`config.mk`:
```
export PLATFORM = sky130hd
export DESIGN_NAME = regf_wb_arb
export DESIGN_NICKNAME = d
export VERILOG_FILES = /design/src/rtl/regf_wb_arb.sv
export SDC_FILE = /design/constraint.sdc
export NUM_CORES = 1
export LEC_CHECK = 0
export BUFFER_PORTS_ARGS = -buffer_cell sky130_fd_sc_hd__buf_2
export CORE_UTILIZATION = 35
export DETAILED_ROUTE_END_ITERATION = 7
export PLACE_DENSITY = 0.74
export SETUP_SLACK_MARGIN = 0.3
export SLEW_MARGIN = 5
export SYNTH_ARGS = -nofsm -noshare
export SYNTH_HDL_FRONTEND = slang
export SYNTH_SLANG_ARGS = --single-unit
```
`constraint.sdc`:
```
create_clock -name clk -period 1.7 [get_ports clk]
set_input_delay 0.255 -clock clk [delete_from_list [all_inputs] [get_ports clk]]
set_output_delay 0.255 -clock clk [all_outputs]
set_load 0.01 [all_outputs]
```
`src/rtl/regf_wb_arb.sv`:
```
`default_nettype none
// ============================================================================
// Module      : regf_wb_arb
// Description : Register-file writeback arbiter with pending-write scoreboard.
//               Two writeback sources (ALU and load unit) compete for a single
//               register-file write port C. A granted request is registered and
//               written one clock later. A per-register pending bit is set by
//               decode (mark) and cleared when the write for that register
//               reaches port C. Decode source checks see a write-through
//               bypass, so a register being written this cycle is not busy.
//
//               Build option:
//                 WB_RR_ARB_EN  defined   -> round-robin between ALU and load
//                               undefined -> fixed priority, ALU always wins
//
// Ports       : clk, reset              clock, synchronous active-high reset
//               halt                    stall grants and marks
//               alu_req/addr/data       ALU writeback request
//               alu_gnt                 ALU request accepted this cycle
//               ld_req/addr/data        load writeback request
//               ld_gnt                  load request accepted this cycle
//               mark_en, mark_addr      set a destination pending
//               rd_addra, rd_addrb      decode source addresses
//               busy_a, busy_b          source still pending
//               addrc, dc, wec          registered write port C
//               pend_vec                scoreboard state
// Revision    : 1.0 - initial release
// ============================================================================
module regf_wb_arb #(
   parameter int WIDTH = 5,
   parameter int SIZE  = 32
) (
   input  logic             clk,
   input  logic             reset,
   input  logic             halt,
   input  logic             alu_req,
   input  logic [WIDTH-1:0] alu_addr,
   input  logic [31:0]      alu_data,
   output logic             alu_gnt,
   input  logic             ld_req,
   input  logic [WIDTH-1:0] ld_addr,
   input  logic [31:0]      ld_data,
   output logic             ld_gnt,
   input  logic             mark_en,
   input  logic [WIDTH-1:0] mark_addr,
   input  logic [WIDTH-1:0] rd_addra,
   input  logic [WIDTH-1:0] rd_addrb,
   output logic             busy_a,
   output logic             busy_b,
   output logic [WIDTH-1:0] addrc,
   output logic [31:0]      dc,
   output logic             wec,
   output logic [SIZE-1:0]  pend_vec
);

   logic             w_alu_gnt;
   logic             w_ld_gnt;
   logic [WIDTH-1:0] w_wr_addr;
   logic [31:0]      w_wr_data;
   logic [SIZE-1:0]  w_set;
   logic [SIZE-1:0]  w_clr;
   logic [SIZE-1:0]  w_hit_a;
   logic [SIZE-1:0]  w_hit_b;

   logic             r_wec;
   logic [WIDTH-1:0] r_addrc;
   logic [31:0]      r_dc;
   logic [SIZE-1:0]  r_pend;

`ifdef WB_RR_ARB_EN
   // 0 prefers the ALU, 1 prefers the load unit.
   logic r_rr_ptr;
`endif

   // ------------------------------------------------------------------------
   // Grant logic: reset and halt suppress every grant.
   // ------------------------------------------------------------------------
   always_comb begin
      w_alu_gnt = 1'b0;
      w_ld_gnt  = 1'b0;
      if (!reset && !halt) begin
`ifdef WB_RR_ARB_EN
         if (alu_req && ld_req) begin
            w_alu_gnt = ~r_rr_ptr;
            w_ld_gnt  = r_rr_ptr;
         end else begin
            w_alu_gnt = alu_req;
            w_ld_gnt  = ld_req;
         end
`else
         w_alu_gnt = alu_req;
         w_ld_gnt  = ld_req & ~alu_req;
`endif
      end
   end

`ifdef WB_RR_ARB_EN
   // Only a contested grant moves the pointer, and it moves to the loser.
   always_ff @(posedge clk) begin
      if (reset) begin
         r_rr_ptr <= 1'b0;
      end else if (w_alu_gnt && ld_req) begin
         r_rr_ptr <= 1'b1;
      end else if (w_ld_gnt && alu_req) begin
         r_rr_ptr <= 1'b0;
      end
   end
`endif

   assign w_wr_addr = w_ld_gnt ? ld_addr : alu_addr;
   assign w_wr_data = w_ld_gnt ? ld_data : alu_data;

   // ------------------------------------------------------------------------
   // Write port C: one-cycle registered stage; addr/data hold when idle.
   // ------------------------------------------------------------------------
   always_ff @(posedge clk) begin
      if (reset) begin
         r_wec   <= 1'b0;
         r_addrc <= '0;
         r_dc    <= '0;
      end else begin
         r_wec <= w_alu_gnt | w_ld_gnt;
         if (w_alu_gnt || w_ld_gnt) begin
            r_addrc <= w_wr_addr;
            r_dc    <= w_wr_data;
         end
      end
   end

   // ------------------------------------------------------------------------
   // Scoreboard. Clears come from the write already on port C, so they still
   // happen during halt; marks are dropped during halt. Set beats clear.
   // ------------------------------------------------------------------------
   always_comb begin
      w_set   = '0;
      w_clr   = '0;
      w_hit_a = '0;
      w_hit_b = '0;
      for (int i = 0; i < SIZE; i++) begin
         w_set[i]   = mark_en & ~halt & (mark_addr == WIDTH'(i));
         w_clr[i]   = r_wec & (r_addrc == WIDTH'(i));
         w_hit_a[i] = (rd_addra == WIDTH'(i));
         w_hit_b[i] = (rd_addrb == WIDTH'(i));
      end
   end

   always_ff @(posedge clk) begin
      if (reset) begin
         r_pend <= '0;
      end else begin
         r_pend <= (r_pend & ~w_clr) | w_set;
      end
   end

   // A register being written on port C this cycle is forwarded by the
   // register file, so it is not reported busy.
   assign busy_a = (|(r_pend & w_hit_a)) & ~(r_wec & (r_addrc == rd_addra));
   assign busy_b = (|(r_pend & w_hit_b)) & ~(r_wec & (r_addrc == rd_addrb));

   assign alu_gnt  = w_alu_gnt;
   assign ld_gnt   = w_ld_gnt;
   assign addrc    = r_addrc;
   assign dc       = r_dc;
   assign wec      = r_wec;
   assign pend_vec = r_pend;

endmodule
`default_nettype wire
```
### Word level (Yosys, flattened, before mapping)

Index checks and enable logic that the tools add are counted.

| storage, ports and cells | value |
|---|---|
| flip-flop bits (word level) | 70 |
| bits in latches | 0 |
| memory bits (writable) | 0 |
| bits in read-only memories | 0 |
| bits of input ports | 95 |
| memories kept | 0 |

| cells by class | value |
|---|---|
| $add $sub $neg | 0 |
| multiply operators | 0 |
| div/mod/pow operators | 0 |
| magnitude comparators | 0 |
| eq/ne operators | 126 |
| shift operators | 0 |
| mux-type cells | 4 |
| bitwise operators | 80 |
| reduce and logical (&&, ||, !) cells | 10 |

Operator list:

| cell | number |
|---|---|
| $eq 5x5->1 const B | 64 |
| $eq 5x4->1 const B | 32 |
| $and 32x32->32 | 3 |
| $eq 5x3->1 const B | 16 |
| $and 1x1->1 | 70 |
| $reduce_or 32->1 | 2 |
| $eq 5x2->1 const B | 8 |
| $mux 32 | 1 |
| $not 32->32 | 1 |
| $or 32x32->32 | 1 |
| $eq 5x1->1 const B | 4 |
| $logic_not 5->1 | 4 |
| $eq 5x5->1 | 2 |
| $mux 5 | 1 |
| $not 1->1 | 4 |
| $logic_not 1->1 | 2 |
| $mux 1 | 2 |
| $logic_and 1x1->1 | 1 |
| $logic_or 1x1->1 | 1 |
| $or 1x1->1 | 1 |

### Longest topological paths before layout

Gate-level depths: netlist of the first run.

| logic depth | value |
|---|---|
| depth after elaboration | 5 |
| mapped depth | 7 |
| gate-level depth less buffers | 5 |

### Worst setup path before layout of the first run

Ideal clock, no wire load.

| path | value |
|---|---|
| path kind | input to output |
| start point | input port rd_addra[3] |
| end point | output port busy_a |
| arrival time | 1474 ps |
| data required time | 1445 ps |
| path slack | -29 ps |
| stages | 6 |
| path buffers | 2 |
| cell sequence | buf_2 > buf_4 > o311ai_1 > a21oi_1 > o2111a_1 > a311oi_1 |

| on the way | value |
|---|---|
| longest elaborated chain between the ends | 4 |
| elaborated cells between the ends (all ways) | 38 |

RTL lines:

| what | line | text |
|---|---|---|
| from (decl) | 46 | `input logic [WIDTH-1:0] rd_addra,` |
| $eq 5x1->1 (tied with other cells) | 142 | `w_hit_a[i] = (rd_addra == WIDTH'(i));` |
| $and 32x32->32 or $and 1x1->1 (tied branches) | 157 | `assign busy_a = (\|(r_pend & w_hit_a)) & ~(r_wec & (r_addrc == rd_addra));` |
| $reduce_or 32->1 or $not 1->1 (tied branches) | 157 |  |
| $and 1x1->1 * | 157 |  |
| to (decl) | 48 | `output logic busy_a,` |

Every way passes the cells marked *; elsewhere a longest branch is shown, timed or not.

### Worst setup path in the final report of the first run

| path | value |
|---|---|
| start point | register r_pend[7] (netlist: pend_vec[7]) |
| end point | output port busy_a |

| on the way | value |
|---|---|
| longest elaborated chain between the ends | 3 |

RTL lines:

| what | line | text |
|---|---|---|
| from (decl) | 68 | `logic [SIZE-1:0] r_pend;` |
| from (signal assigned) | 151 | `r_pend <= (r_pend & ~w_clr) \| w_set;` |
| $and 32x32->32 | 157 |  |
| $reduce_or 32->1 | 157 |  |
| $and 1x1->1 | 157 |  |

No other way between the ends.

==> results.py, run 1 <==
metrics = {
    "outcome": {
        "status": "complete, but fails checks",
        "violations": "negative setup slack",
    },
    "timing": {
        "finalCriticalPeriod_ns": 2.03,
        "hold-worst-slack_ns": 0.254,
        "worst_slack_ns": -0.326,
        "rsz0062_at_grt": "yes",
        "slew_violations": 0,
        "setup_viol": 2,
        "hold_viol": 0,
        "clock-skew-final_ns": 0.00291,
        "timing.setup.tns_ns": -0.592,
        "max_slew_margin_pct": 66.9,
        "tightest_slew_ns": 0.496,
        "fmax_mhz": 494,
        "post-route-period-util_pct": 119,
    },
    "synth": {
        "yosys_register_bits": 70,
        "synth_nets": 568,
        "avgSynthCellArea_um2": 8.44,
        "yosysWarningCount": 0,
        "synthDistinctLibCells": 60,
        "async_flop_share_pct": 0,
        "synth-edff-count": 0,
        "syn-cell-area_um2": 3990,
        "postSynthCellCount": 473,
        "seq_area_frac_synth_pct": 35.1,
        "synthFlopType": "dfxtp_1",
    },
    "clocking": {
        "cts_made_buffers": 9,
        "clock-sinks": 70,
        "worstSkewPairLatency_ns": 0.34,
        "cts_root_buf": "clkbuf_16",
        "cts.hold.buffers_added": 0,
        "htreeDepth": 3,
        "clockBufferDepth": 2,
        "clk_pin_slew_ns": 0.05,
        "cts_tree": "yes",
    },
    "power_and_ir_drop": {
        "p_leak_nw": 2.48,
        "power.density_nw_per_um2": 732,
        "worst_ir_drop_vdd_mv": 0.505,
    },
    "final_layout": {
        "syn_to_final_growth_pct": 47.0,
        "final_cell_mix": "buf_2, buf_4, dfxtp_1",
        "layout-drive-gt1-share_pct": 46.8,
        "layout_commonest_cell": "buf_2",
        "postLayoutCellArea_um2": 5870,
        "final_core_util_pct": 53.4,
        "diodes": 0,
        "design.final.nets": 779,
    },
    "critical_path": {
        "startpoint_type": "flip-flop",
        "reg2reg_slack_ns": 0.39,
        "reg2reg_to": "pend_vec[25]",
        "path_cells": "and4b_1, a311o_1, a221oi_2, o2111a_1, a311oi_2, buf_2",
        "cp-end-kind": "output pin",
        "arrival_ns": 1.77,
        "rr_worst_depth": 5,
        "cpMaxStageDelayCell": "dfxtp_2",
        "cp_max_fo": 2,
        "crit_type": "reg2out",
        "regToRegStartpoint": "addrc[4]",
        "cp_slowest_stage_delay_ns": 0.33,
        "critPathRequiredTime_ns": 1.44,
    },
    "route": {
        "ant_nets": 0,
        "via_per_inst": 5.61,
        "drt_wl_total_mm": 14.6,
        "wl_per_cell_um": 17.6,
        "drc": 0,
        "via_count": 4646,
        "drtPass1Iterations": 6,
        "drtIter0Drc": 429,
    },
    "place": {
        "place.gp.congestion": 0.927,
        "placed_area_um2": 5400,
        "port_buffers": 168,
        "hpwl_mm": 11.1,
        "dpl_worst_slack_ns": -0.215,
    },
    "die": {
        "die_area_um2": 11800,
        "dieWidth_um": 109,
        "initial_core_util_pct": 36.4,
        "die_h_um": 109,
        "core_um2": 11000,
        "io_pins": 169,
        "fp-row-count": 38,
    },
    "worst_hold_path": {
        "min_path_type": "in2reg",
        "min_to": "dc[17]",
        "min_path_cells": 3,
        "min_from": "alu_data[17]",
    },
    "global_route": {
        "grt_overflow": 0,
        "grt_pass1_vias": 4535,
        "grt_pass1_wl_mm": 22.8,
        "grt_max_degree": 58,
        "grtUsageTotal_pct": 25.0,
        "grt_antenna_before_repair": 0,
    },
    "job": {
        "maxCapViolCount": 0,
    },
}
[Yosys cell counts (3+ instances only)]
| cell | count | area share [%] |
|---|---|---|
| nor2b_1 | 7 | 1.1 |
| a211oi_1 | 20 | 3.8 |
| xor2_1 | 8 | 1.8 |
| and3_1 | 7 | 1.1 |
| a22oi_1 | 3 | 0.56 |
| mux2_2 | 5 | 1.4 |
| inv_1 | 7 | 0.66 |
| nor3_1 | 4 | 0.50 |
| a211oi_2 | 20 | 6.3 |
| nand3b_1 | 3 | 0.56 |
| nor2_1 | 46 | 4.3 |
| nand2_1 | 44 | 4.1 |
| nand2b_1 | 8 | 1.3 |
| buf_2 | 13 | 1.6 |
| o22ai_1 | 3 | 0.47 |
| buf_4 | 3 | 0.56 |
| dfxtp_1 | 70 | 35 |
| nand3_1 | 9 | 1.1 |
| nor3b_1 | 10 | 1.9 |
| o21ai_0 | 35 | 4.4 |
| a21oi_1 | 38 | 4.8 |
| a31oi_1 | 4 | 0.63 |
| clkbuf_1 | 21 | 2.0 |
| mux2i_1 | 39 | 9.8 |
[final cells by class]
class / instances / area (um2)
Multi-Input combinational cell: 353 / 2480
Sequential cell: 70 / 1430
Timing Repair Buffer: 242 / 1490
Tap cell: 140 / 175
Clock inverter: 1 / 5.00
Fill cell: 1010 / 5110
Clock buffer: 14 / 264
Inverter: 8 / 30.0
[worst max-delay path by stage]
stage | cells after the start | slack [ns] | to | start
6_report | 6 | -0.33 | busy_a | pend_vec[7]
5_1_grt | 6 | -0.38 | busy_a | pend_vec[7]
4_1_cts | 6 | -0.32 | busy_a | pend_vec[7]
3_5_place_dp | 7 | -0.22 | busy_a | rd_addra[1]
3_3_place_gp | 7 | -0.24 | busy_a | rd_addra[1]
2_1_floorplan | 6 | 0.09 | busy_a | rd_addra[3]
[state kept, by name (all words and copies together) (netlist names)]
register / flops
addrc: 5
dc: 32
pend_vec: 32
wec: 1
[critical path, delay by kind of cell, from the launching register on]
family | cells | cell delay (ns)
simple gates | 1 | 0.21
buf+inv | 1 | 0.16
compound gates | 4 | 0.73
flops | 1 | 0.33
[metal layers]
layer  global-route usage (%)  share of wire (%)  wire (um)  up-vias
li1                         -                  -          -     2152
met1                     30.6                 42       6150     2191
met2                     42.0                 46       6730      272
met3                     7.05                9.7       1420       31
met4                     8.49                1.9        279        0
met5                        0                  0          0        -
[logic make-up after synthesis]
kind of cell | count (synthesis) | synth area share (%)
AO/OA/AOI/OAI | 145 | 25.6
XOR/XNOR | 10 | 2.19
buffers and inverters | 50 | 6.36
flip-flops | 70 | 35.1
multiplexers | 45 | 11.5
AND/OR/NAND/NOR | 153 | 19.2
[what timing repair did]
| action | 4_1_cts | 5_1_grt |
|---|---|---|
| endpoints found under the setup margin | 9 | 33 |
| pin swaps | 7 | 7 |
| gates resized for setup | 15 | 34 |
| setup buffers | 2 | 1 |
| gates cloned | 1 | 0 |
[through the flow]
stage,total power [mW],std cells
after global routing,4.46,828
after floorplan,2.20,473
final,4.29,828
after CTS,4.28,827
after detailed placement,2.55,809
after global placement,2.53,809
[power breakdown]
group / total, mW / switching, mW / internal, mW
Sequential: 1.75 / 0.0478 / 1.71
Combinational: 0.800 / 0.428 / 0.372
Clock: 1.74 / 0.682 / 1.06
Note: power is estimated with default switching activity, not from simulation.
==> run 2, diff against run 1 <==
--- a/config.mk
+++ b/config.mk
@@ -8,9 +8,9 @@
 export BUFFER_PORTS_ARGS = -buffer_cell sky130_fd_sc_hd__buf_2
 export CORE_UTILIZATION = 35
 export DETAILED_ROUTE_END_ITERATION = 7
-export PLACE_DENSITY = 0.74
+export PLACE_DENSITY = 0.72
 export SETUP_SLACK_MARGIN = 0.3
-export SLEW_MARGIN = 5
+export SLEW_MARGIN = 10
 export SYNTH_ARGS = -nofsm -noshare
 export SYNTH_HDL_FRONTEND = slang
 export SYNTH_SLANG_ARGS = --single-unit
==> constraint.sdc (replaced) <==
create_clock -name clk -period 2.4 [get_ports clk]
set_input_delay 0.36 -clock clk [delete_from_list [all_inputs] [get_ports clk]]
set_output_delay 0.36 -clock clk [all_outputs]
set_load 0.01 [all_outputs]
==> run 2 against run 1 <==
The flow now finishes without violations; largest power group is now clock; combinational power fell by 41%; register-to-register slack improved by 0.58 ns; critical path depth did not move; count of clock-buffer cells in the layout fell by 4; setup slack improved by 0.61 ns.
==> results.py, run 2 (synthesized netlist as in run 1, its figures left out) <==
metrics = {
    "final_layout": {
        "layout-drive-gt1-share_pct": 40.9,
        "final_cell_mix": "buf_2, dfxtp_1, nor2_1",
        "design.final.nets": 716,
        "syn_to_final_growth_pct": 33.2,
        "layout_commonest_cell": "buf_2",
        "nFillCells": 1049,
        "diodes": 0,
    },
    "route": {
        "drtIter0Drc": 580,
        "via_per_inst": 5.58,
        "drc": 0,
        "via_count": 4272,
        "ant_nets": 0,
        "drt_wl_total_mm": 12.9,
        "drtPass1Iterations": 5,
        "wl_per_cell_um": 16.9,
    },
    "clocking": {
        "cts_made_buffers": 9,
        "clk_pin_slew_ns": 0.06,
        "htreeDepth": 3,
        "cts.hold.buffers_added": 0,
        "clock-sinks": 70,
        "cts_tree": "yes",
        "cts_root_buf": "clkbuf_16",
        "clockBufferDepth": 2,
        "worstSkewPairLatency_ns": 0.33,
    },
    "timing": {
        "timing.setup.tns_ns": 0,
        "hold-worst-slack_ns": 0.371,
        "hold_viol": 0,
        "tightest_slew_ns": 0.718,
        "rsz0062_at_grt": "yes",
        "setup_viol": 0,
        "slew_violations": 0,
        "max_slew_margin_pct": 52.0,
        "fmax_mhz": 474,
        "finalCriticalPeriod_ns": 2.11,
        "clock-skew-final_ns": 0.00546,
        "post-route-period-util_pct": 88.0,
        "worst_slack_ns": 0.289,
    },
    "critical_path": {
        "cpMaxStageDelayCell": "dfxtp_2",
        "path_cells": "and4b_1, a311o_1, a221oi_2, o2111a_1, a311oi_2, buf_2",
        "cpLargestDelayFamily": "compound AO/OA/AOI/OAI gates",
        "cp_max_fo": 2,
        "cp.buffers_inverters": 1,
        "startpoint_type": "flip-flop",
        "critPathRequiredTime_ns": 2.04,
        "cp-end-kind": "output pin",
        "cp_slowest_stage_delay_ns": 0.33,
        "crit_type": "reg2out",
        "arrival_ns": 1.75,
    },
    "job": {
        "maxCapViolCount": 0,
    },
    "die": {
        "io_pins": 169,
        "initial_core_util_pct": 36.4,
        "die_h_um": 109,
        "dieWidth_um": 109,
        "core_um2": 11000,
        "die_area_um2": 11800,
        "fp-row-count": 38,
    },
    "place": {
        "dpl_worst_slack_ns": 0.121,
        "port_buffers": 168,
        "hpwl_mm": 9.55,
        "place.gp.congestion": 0.869,
    },
    "global_route": {
        "grtUsageTotal_pct": 22.4,
        "grt_antenna_before_repair": 0,
        "grt_max_degree": 58,
        "grt_pass1_wl_mm": 20.5,
        "grt_pass1_vias": 4125,
        "grt_overflow": 0,
    },
    "worst_hold_path": {
        "min_path_type": "in2reg",
    },
    "power_and_ir_drop": {
        "p_leak_nw": 2.15,
        "power.density_nw_per_um2": 592,
        "worst_ir_drop_vdd_mv": 0.401,
    },
    "outcome": {
        "status": "finished, final reports clean",
    },
}
## run 2: cell count changes in the layout (fill, tap and decap cells not counted), sizes merged
| cell | change |
|---|---|
| bufbuf | -1 |
| clkbuf | -3 |
| clkinv | +1 |
| bufinv | +2 |
| clkinvlp | +2 |
| buf | -63 |
## run 2: final timing paths
check	from	endpoint	slack (ns)	cells after the start
worst min-delay path	alu_data[11]	dc[11]	0.37	3
worst max-delay path	pend_vec[7]	busy_a	0.29	6
worst max register to register	wec	pend_vec[22]	0.97	4
worst min register to register	dc[12]	dc[12]	0.49	2
## run 2: metal layers
layer | vias to the layer above | global-route usage (%) | share of wire (%)
met3 | 23 | 7.29 | 11
met2 | 256 | 36.2 | 46
met5 | - | 0 | 0
met4 | 0 | 7.82 | 1.4
li1 | 2015 | - | -
met1 | 1978 | 28.0 | 42
## run 2: area by class of cell
class / count / area, um2 / share of cell area, %
Clock buffer: 10 / 239 / 4.49
Inverter: 8 / 30.0 / 0.565
Sequential cell: 70 / 1440 / 27.0
Multi-Input combinational cell: 353 / 2400 / 45.1
Timing Repair Buffer: 179 / 957 / 18.0
Clock inverter: 6 / 85.1 / 1.60
Tap cell: 140 / 175 / 3.29
## run 2: timing repair
| item | 4_1_cts | 5_1_grt |
|---|---|---|
| gates cloned | 0 | 0 |
| gates resized for setup | 30 | 15 |
| setup endpoints to repair | 2 | 2 |
| pin swaps | 9 | 7 |
| buffers inserted | 4 | 0 |
| hold endpoints to repair | 0 | 0 |
## run 2: power breakdown
part	total, mW	switching [mW]	internal [mW]
Combinational	0.475	0.273	0.202
Clock	1.43	0.494	0.933
Sequential	1.25	0.0403	1.21
Total	3.15	0.807	2.34
## run 2: tightest hold or removal path, cell delays in order
cell	delay [ns]
buf_2	0.10
mux2i_1	0.11
a211oi_1	0.08
## run 2: stage by stage
stage | instance area, um2 | cells | power [mW] | utilization (%)
after floorplan | 3990 | 473 | 1.54 | -
after detailed placement | 4850 | 746 | 1.73 | 44.2
final | 5320 | 766 | 3.15 | 48.4
after CTS | 5280 | 766 | 3.18 | 48.1
after global placement | 4850 | 746 | 1.71 | 44.2
after global routing | 5320 | 766 | 3.28 | 48.4
